## src/rtl/jt12_interpol_ctrl.sv

```systemverilog
// Clock-enable scheduler and 2-entry sample FIFO feeding the JT12 CIC interpolator.
// cen_out comes from a phase accumulator; cen_in marks every rate-th cen_out and pops a sample.
module jt12_interpol_ctrl #(
  parameter int inw  = 16,
  parameter int accw = 16,
  parameter int rate = 2
) (
  input  logic                  clk,
  input  logic                  rst,
  input  logic                  en,
  input  logic [accw-1:0]       step,
  input  logic                  clr_flags,
  input  logic signed [inw-1:0] snd_in,
  input  logic                  snd_in_valid,
  output logic                  snd_in_ready,
  output logic signed [inw-1:0] snd_out,
  output logic                  cen_in,
  output logic                  cen_out,
  output logic [1:0]            fifo_lvl,
  output logic                  underrun
);

  localparam int unsigned CNTW = (rate > 1) ? $clog2(rate) : 1;
  localparam logic [CNTW-1:0] CNT_LAST = CNTW'(rate - 1);

  logic [accw-1:0]       acc;
  logic [accw:0]         sum;
  logic                  carry;
  logic [CNTW-1:0]       out_cnt;
  logic signed [inw-1:0] mem0, mem1;
  logic [1:0]            level;
  logic                  pop, push;

  assign sum          = {1'b0, acc} + {1'b0, step};
  assign carry        = sum[accw];
  assign pop          = en & carry & (out_cnt == '0);
  assign snd_in_ready = (level < 2'd2);
  assign push         = snd_in_valid & snd_in_ready;
  assign fifo_lvl     = level;

  // Phase accumulator and strobe generation; en=0 holds phase and drops strobes
  always_ff @(posedge clk or posedge rst) begin
    if (rst) begin
      acc     <= '0;
      out_cnt <= '0;
      cen_out <= 1'b0;
      cen_in  <= 1'b0;
    end else if (en) begin
      acc     <= sum[accw-1:0];
      cen_out <= carry;
      cen_in  <= pop;
      if (carry) out_cnt <= (out_cnt == CNT_LAST) ? '0 : out_cnt + CNTW'(1);
    end else begin
      cen_out <= 1'b0;
      cen_in  <= 1'b0;
    end
  end

  // Shift-style FIFO: mem0 is always the head
  always_ff @(posedge clk or posedge rst) begin
    if (rst) begin
      mem0    <= '0;
      mem1    <= '0;
      level   <= 2'd0;
      snd_out <= '0;
    end else if (pop) begin
      if (level != 2'd0) snd_out <= mem0;
      case (level)
        2'd0: if (push) begin
          mem0  <= snd_in;
          level <= 2'd1;
        end
        2'd1: if (push) mem0 <= snd_in;
              else      level <= 2'd0;
        default: begin
          mem0  <= mem1;
          level <= 2'd1;
        end
      endcase
    end else if (push) begin
      if (level == 2'd0) mem0 <= snd_in;
      else               mem1 <= snd_in;
      level <= level + 2'd1;
    end
  end

  // Sticky underrun; a new empty pop overrides a same-cycle clear
  always_ff @(posedge clk or posedge rst) begin
    if (rst)                        underrun <= 1'b0;
    else if (pop && level == 2'd0)  underrun <= 1'b1;
    else if (clr_flags)             underrun <= 1'b0;
  end

endmodule
```

## config.mk

```make
export PLATFORM = sky130hd
export DESIGN_NAME = jt12_interpol_ctrl
export DESIGN_NICKNAME = d
export VERILOG_FILES = /design/src/rtl/jt12_interpol_ctrl.sv
export SDC_FILE = /design/constraint.sdc
export NUM_CORES = 1
export LEC_CHECK = 0
export CAP_MARGIN = 5
export CORE_MARGIN = 4
export CORE_UTILIZATION = 37
export DETAILED_ROUTE_END_ITERATION = 10
export GPL_TIMING_DRIVEN = 0
export PLACE_DENSITY_LB_ADDON = 0.25
export SETUP_SLACK_MARGIN = 0.2
export SYNTH_ARGS = -nofsm -noshare
export SYNTH_HDL_FRONTEND = slang
export SYNTH_SLANG_ARGS = --single-unit
```

## constraint.sdc

```tcl
create_clock -name clk -period 7.8 [get_ports clk]
set_input_delay 0.78 -clock clk [delete_from_list [all_inputs] [get_ports clk]]
set_output_delay 0.78 -clock clk [all_outputs]
set_load 0.005 [all_outputs]
```

==> summary.txt, run 1 <==
Outcome
  • Status: finished clean

Final layout
  • Number of diodes: 0
  • Nets: 415
  • Layout cells sized above 1: 25.3%
  • Layout area overhead: 26.8%
  • Design area: between 4000 and 5000 um^2

Placed design
  • RD Place Congestion: approximately 0.83
  • IO buf count: a little under 60
  • Hpwl dp: 5.18 mm
  • Pre-CTS setup slack: around 4000 ps
  • Post-DP Area: around 4500 um^2

Synth
  • Synth top area share: between 40% and 50%
  • EDFF count, synth: 0
  • Largest cells by area after synthesis: dfrtp_1, mux2_2, ha_1
  • Top_reg_cell synth: dfrtp_1
  • #FFs+latches synth: 70
  • Count leader, synth: dfrtp_1
  • Synthesized instance count: 289
  • Library cells used by synthesis: between 50 and 60
  • Synth area leader: dfrtp_1
  • Synthesized area per cell: about 13 um^2
  • Ys async rst share: 100%
  • Sequential fraction of the synthesis area: a little under half
  • Mapped Nets: approximately 350
  • Netlist Area Pre-Place: about 3700 um^2
  • Yosys warns: 0
  • Most common library cells after synthesis: dfrtp_1, mux2_2, mux2_1

STA
  • Actual slew at the worst max-slew pin: between 500 and 600 ps
  • Period utilisation layout: 44.3%
  • Maximum clock rate: 289 MHz
  • Setup TNS: 0 ps
  • Max Clock Skew: around 11 ps
  • Slew Limit Fails: 0
  • Final Hold Viols: 0
  • Setup violators final: 0
  • Min Hold Slack: between 400 and 500 ps
  • Final WS setup: around 4300 ps
  • Final min period: approximately 3500 ps
  • Slew margin rel.: around 64%
  • RSZ-0062 raised after global routing: no

Global route
  • Largest net degree at the start of global routing: 45
  • Vias in the first global route: 2540
  • First-pass GRT wire length: approximately 12 mm
  • Antenna violations before repair: 0
  • Gr ovfl total: 0
  • Total GRT Usage: 13.7%

CTS
  • H-tree level count: 3
  • Clk_lat worst skew: 340 ps
  • Max clock buf depth: 2
  • CTS tree: built
  • PostCTS Resize Cnt: 0
  • Root buffer cell: clkbuf_8
  • Cts bufs inserted: 9
  • Total clock sinks: 70
  • Hold_buf cts: 0
  • Clock-pin slew on the worst setup and hold paths: 80 ps
  • Post-CTS setup buffer count: 0

Power and ir drop
  • Maximum VDD drop: around 0.15 mV
  • Pwr dens: 393 nW/um^2
  • Power Total: approximately 1.9 mW
  • Leakage: between 1.5 and 2 nW

Die
  • Top Ports: 59
  • Initial Util: 38.1%
  • Die ar.: ~12000 um^2
  • Core Area: 9770 um^2
  • FP Rows: 36
  • Die Ht: about 110 um
  • Die width: around 110 um

Critical path
  • Flop2flop setup slack: 4840 ps
  • CP required: 8020 ps
  • Worst r2r dst: mem1[4]
  • Arr. time, crit path: between 3000 and 4000 ps
  • Kind of end point of the critical path: flop
  • Reg2reg path depth: 9
  • CP max FO: 10
  • Startpoint types: primary input
  • Kind of critical path: in -> reg
  • Worst R2R Start: acc[0]

Worst hold path
  • Hold Crit Depth: 1
  • Worst hold path class: reg -> reg
  • Hold Startpoint: out_cnt
  • Hold Path End: out_cnt

Drt
  • DRC viols: 0
  • Final ANT Viol Nets: 0
  • Initial drt markers: 65
  • Wire per inst: ~15 um
  • Vias per Instance: slightly below 5
  • DR pass1 iterations: 4
  • Drt total wl: 7.28 mm
  • Total number of vias: roughly 2.4k

Run
  • Number of max-cap violations: 0
-- layer usage --
layer  track usage, %  up-vias  part of all wire, %
li1                 -     1203                    -
met1             18.6     1169                   49
met2             21.4       47                   45
met3             3.10       10                  4.2
met4             4.87        0                  1.4
met5                0        -                    0
-- sequential cells by signal (all words and copies together), names as in the netlist --
| signal | cells |
|---|---|
| acc | 16 |
| mem0 | 16 |
| mem1 | 16 |
| snd_out | 16 |
| fifo_lvl | 2 |
| cen_in | 1 |
| cen_out | 1 |
| out_cnt | 1 |
| underrun | 1 |
-- per-stage QoR --
step           util [%]  std cells
2_1_floorplan         -        289
3_3_place_gp       45.8        480
3_5_place_dp       46.1        481
4_1_cts            48.3        497
5_1_grt            48.3        497
6_report           48.3        497
-- critical path, cell delays in order --
cell             delay, ps
clkdlybuf4s50_1        410
ha_1                   240
fa_1                   440
a211oi_2               300
o211ai_2               160
nand4_2                190
a21boi_4               120
nor3b_4                450
buf_6                  230
mux2_1                 330
-- placed cells by master (no fill, tap or decap), types with 2 or more instances in the layout --
master | Yosys | layout
o21bai_1 | 2 | 2
inv_6 | 0 | 2
bufinv_16 | 0 | 2
a21oi_1 | 12 | 12
mux2_1 | 19 | 19
buf_6 | 4 | 4
ha_1 | 18 | 18
clkdlybuf4s50_1 | 0 | 58
nand2_1 | 14 | 14
mux2_4 | 10 | 10
a21o_1 | 5 | 5
dfrtp_1 | 70 | 70
buf_2 | 2 | 2
nand3_1 | 5 | 5
nor2_1 | 12 | 12
xnor2_1 | 9 | 9
o2bb2ai_1 | 2 | 2
clkbuf_1 | 2 | 3
clkinvlp_4 | 0 | 2
inv_1 | 5 | 4
clkbuf_8 | 0 | 9
o21a_1 | 2 | 2
and3_1 | 2 | 2
mux2_2 | 44 | 44
o21ai_1 | 2 | 2
a211oi_1 | 3 | 3
nor2b_1 | 2 | 2
nor3_1 | 2 | 2
o21ai_0 | 8 | 8
a221oi_1 | 3 | 3
-- cells by family (layout without fill, tap and decap cells) --
family	after synthesis	in the layout	share of synthesized area, %
mux	74	74	23.3
flops	70	70	47.0
compound gates	54	54	11.1
simple gates	47	47	6.75
fa+ha+maj	19	19	6.58
buf+inv	15	90	2.82
xor+xnor	10	10	2.35
-- layout make-up --
| class | count | area [um^2] |
|---|---|---|
| Inverter | 6 | 25.0 |
| Clock inverter | 6 | 92.6 |
| Multi-Input combinational cell | 204 | 1870 |
| Tap cell | 133 | 166 |
| Fill cell | 933 | 5050 |
| Timing Repair Buffer | 59 | 608 |
| Clock buffer | 10 | 128 |
| Buffer | 9 | 82.6 |
| Sequential cell | 70 | 1750 |
-- worst max-delay path by stage --
stage / startpoint / endpoint / slack, ps
global route: step[0] / mem1[4] / 4180
detailed placement: step[0] / mem1[0] / 3960
CTS: step[0] / mem1[0] / 4320
finish: step[0] / mem1[4] / 4340
floorplan: step[0] / mem1[0] / 4750
global placement: rst / snd_out[13] / 3910
-- power breakdown --
| part | leakage, nW | internal, mW | switching (mW) |
|---|---|---|---|
| sequential | 0.833 | 0.548 | 0.0939 |
| combinational | 1.05 | 0.511 | 0.372 |
| clock | 0.104 | 0.183 | 0.149 |
| total | 1.98 | 1.24 | 0.615 |
No activity file was read; power rests on OpenSTA's default activity.
==> run 2: changes to the inputs <==
==> constraint.sdc (replaced) <==
create_clock -name clk -period 3.2 [get_ports clk]
set_input_delay 0.32 -clock clk [delete_from_list [all_inputs] [get_ports clk]]
set_output_delay 0.32 -clock clk [all_outputs]
set_load 0.005 [all_outputs]
==> summary.txt, run 2 (synthesized netlist as in run 1, its figures left out) <==
Die
  • Core Area: around 9800 um^2
  • Initial Util: between 30% and 40%
  • Die ar.: approximately 12000 um^2
  • Top Ports: 59
  • FP Rows: 36
  • Die width: between 100 and 150 um
  • Die Ht: 108 um

Worst hold path
  • Worst hold path class: in -> async

Critical path
  • Flop2flop setup slack: around 440 ps
  • Reg2reg path depth: 9
  • Arr. time, crit path: between 3000 and 4000 ps
  • CP startpoint: step[0]
  • Worst R2R Start: acc[0]
  • Kind of critical path: in -> reg
  • Startpoint types: primary input
  • CP max FO: 8
  • Crit-path max cell delay: around 440 ps
  • Slowest cell on crit path: fa_1
  • Crit path capture: mem1[15]
  • Worst r2r dst: mem1[15]
  • Kind of end point of the critical path: flop
  • CP required: between 3000 and 4000 ps
  • Worst path cell trace: clkdlybuf4s50_1, ha_1, fa_1, a211oi_2, o211ai_2, nand4_2, a21boi_4, nor3b_4, buf_4, mux2_2

STA
  • Period utilisation layout: about 87%
  • Max Clock Skew: 12.1 ps
  • Maximum clock rate: between 300 and 400 MHz
  • RSZ-0062 raised after global routing: no
  • Final min period: about 2800 ps
  • Actual slew at the worst max-slew pin: ~540 ps
  • Final Hold Viols: 0
  • Setup violators final: 0
  • Slew margin rel.: a little under two thirds
  • Final WS setup: roughly 410 ps
  • Min Hold Slack: roughly 320 ps
  • Slew Limit Fails: 0

Power and ir drop
  • Combinational share of power: a little under half
  • Sw Ratio: about 33%
  • Maximum VDD drop: about 0.37 mV
  • Leakage: 1.99 nW
  • P_sw: 1.50 mW
  • Reg power frac: about a third
  • P_int: a little over 3 mW
  • Pwr dens: ~960 nW/um^2
  • Clock power frac: between 15 and 20%

Outcome
  • Status: finished clean

Drt
  • DR pass1 iterations: 4
  • Total number of vias: between 2k and 2.5k
  • Drt total wl: about 7.3 mm
  • Final ANT Viol Nets: 0
  • Vias per Instance: 4.90
  • Initial drt markers: 62
  • DRC viols: 0
  • Wire per inst: roughly 15 um

CTS
  • PostCTS Resize Cnt: 0
  • CTS tree: built
  • Cts bufs inserted: 9
  • Clk_lat worst skew: around 340 ps
  • Max clock buf depth: 2
  • Root buffer cell: clkbuf_8
  • Clock-pin slew on the worst setup and hold paths: 80 ps
  • Total clock sinks: 70
  • H-tree level count: 3

Final layout
  • Layout cells sized above 1: around 26%
  • Commonest non-fill, non-tap cells in the layout: dfrtp_1, clkdlybuf4s50_1, mux2_2
  • Final Util: about half
  • Layout area overhead: 27.2%
  • Commonest non-fill, non-tap cell in the layout: dfrtp_1
  • Number of diodes: 0
  • Nets: 417

Run
  • Number of max-cap violations: 0

Global route
  • GR Layer Usage met2: roughly 21%
  • Vias in the first global route: approximately 2.5k
  • Most Crowded Layer GR: met2
  • Gr ovfl total: 0
  • Largest net degree at the start of global routing: 45
  • First-pass GRT wire length: between 10 and 15 mm
  • Total GRT Usage: 13.7%
  • M1 GR Usage: a little under a fifth
  • Antenna violations before repair: 0
  • Met3 Track Usage GR: between 3 and 4%

Placed design
  • Hpwl dp: 5.18 mm
  • RD Place Congestion: 0.834
  • IO buf count: slightly below 60
  • Pre-CTS setup slack: -185 ps
-- run 2: changes by cell type in the layout (fill, tap and decap cells not counted), sizes merged --
cell / before / now
buf: 8 / 10
-- run 2: how the worst min path moves through the flow --
stage                   start       end  slack, ps
floorplan           clr_flags  underrun        430
global placement      out_cnt   out_cnt        460
detailed placement    out_cnt   out_cnt        460
CTS                       rst   acc[10]        330
global route              rst   acc[11]        360
finish                    rst    acc[1]        320
-- run 2: power by group through the flow --
stage,Sequential (mW),Clock (mW),Combinational [mW]
final,1.56,0.808,2.16
after global routing,1.63,0.881,2.42
after CTS,1.57,0.833,2.20
after floorplan,1.53,0,1.60
after detailed placement,1.58,0,2.18
after global placement,1.57,0,2.15
-- run 2: through the flow --
step	power, mW	TNS, ps	cell area [um^2]	std cells
6_report	4.53	0	4740	499
5_1_grt	4.93	0	4740	499
4_1_cts	4.60	0	4730	498
3_5_place_dp	3.77	-2700	4500	481
3_3_place_gp	3.71	-18600	4470	480
2_1_floorplan	3.13	0	3720	289
-- run 2: final cells by class --
cell class	instances	area, um^2
fill	933	5040
multi-input combinational	204	1870
sequential	70	1750
timing repair buffer	61	623
tap	133	166
clock buffer	10	128
clock inverter	6	92.6
buffer	9	82.6
inverter	6	25.0
-- run 2: worst max-delay path, delay by kind of cell --
family	cells	cell delay, ps
compound gates	3	580
buf+inv	2	620
mux	1	340
simple gates	2	460
fa+ha+maj	2	680
-- run 2: per-layer routing --
layer	part of all wire, %	vias up
li1	-	1211
met1	49	1180
met2	46	47
met3	4.1	9
met4	1.3	0
met5	0	-
-- run 2: timing repair --
item / in CTS / in global routing
setup buffers: 1 / 1
pin swaps: 1 / 1
setup endpoints to repair: 9 / 10
hold buffers: 0 / 0
==> run 3: changes to the inputs <==
--- a/config.mk
+++ b/config.mk
@@ -11,7 +11,7 @@
 export DETAILED_ROUTE_END_ITERATION = 10
 export GPL_TIMING_DRIVEN = 0
 export PLACE_DENSITY_LB_ADDON = 0.25
-export SETUP_SLACK_MARGIN = 0.2
+export SETUP_SLACK_MARGIN = 0.02
 export SYNTH_ARGS = -nofsm -noshare
 export SYNTH_HDL_FRONTEND = slang
 export SYNTH_SLANG_ARGS = --single-unit
==> results of run 3 <==
Same layout as run 1 (identical final DEF). Status: finished clean.
Main changes from that run: setup slack after placement 3960 ps -> -185 ps; setup slack after layout 4340 ps -> 201 ps; hold slack 471 ps -> 319 ps; register-to-register setup slack 4840 ps -> 240 ps; total power 1.86 mW -> 4.53 mW; worst IR drop on VDD 0.147 mV -> 0.357 mV
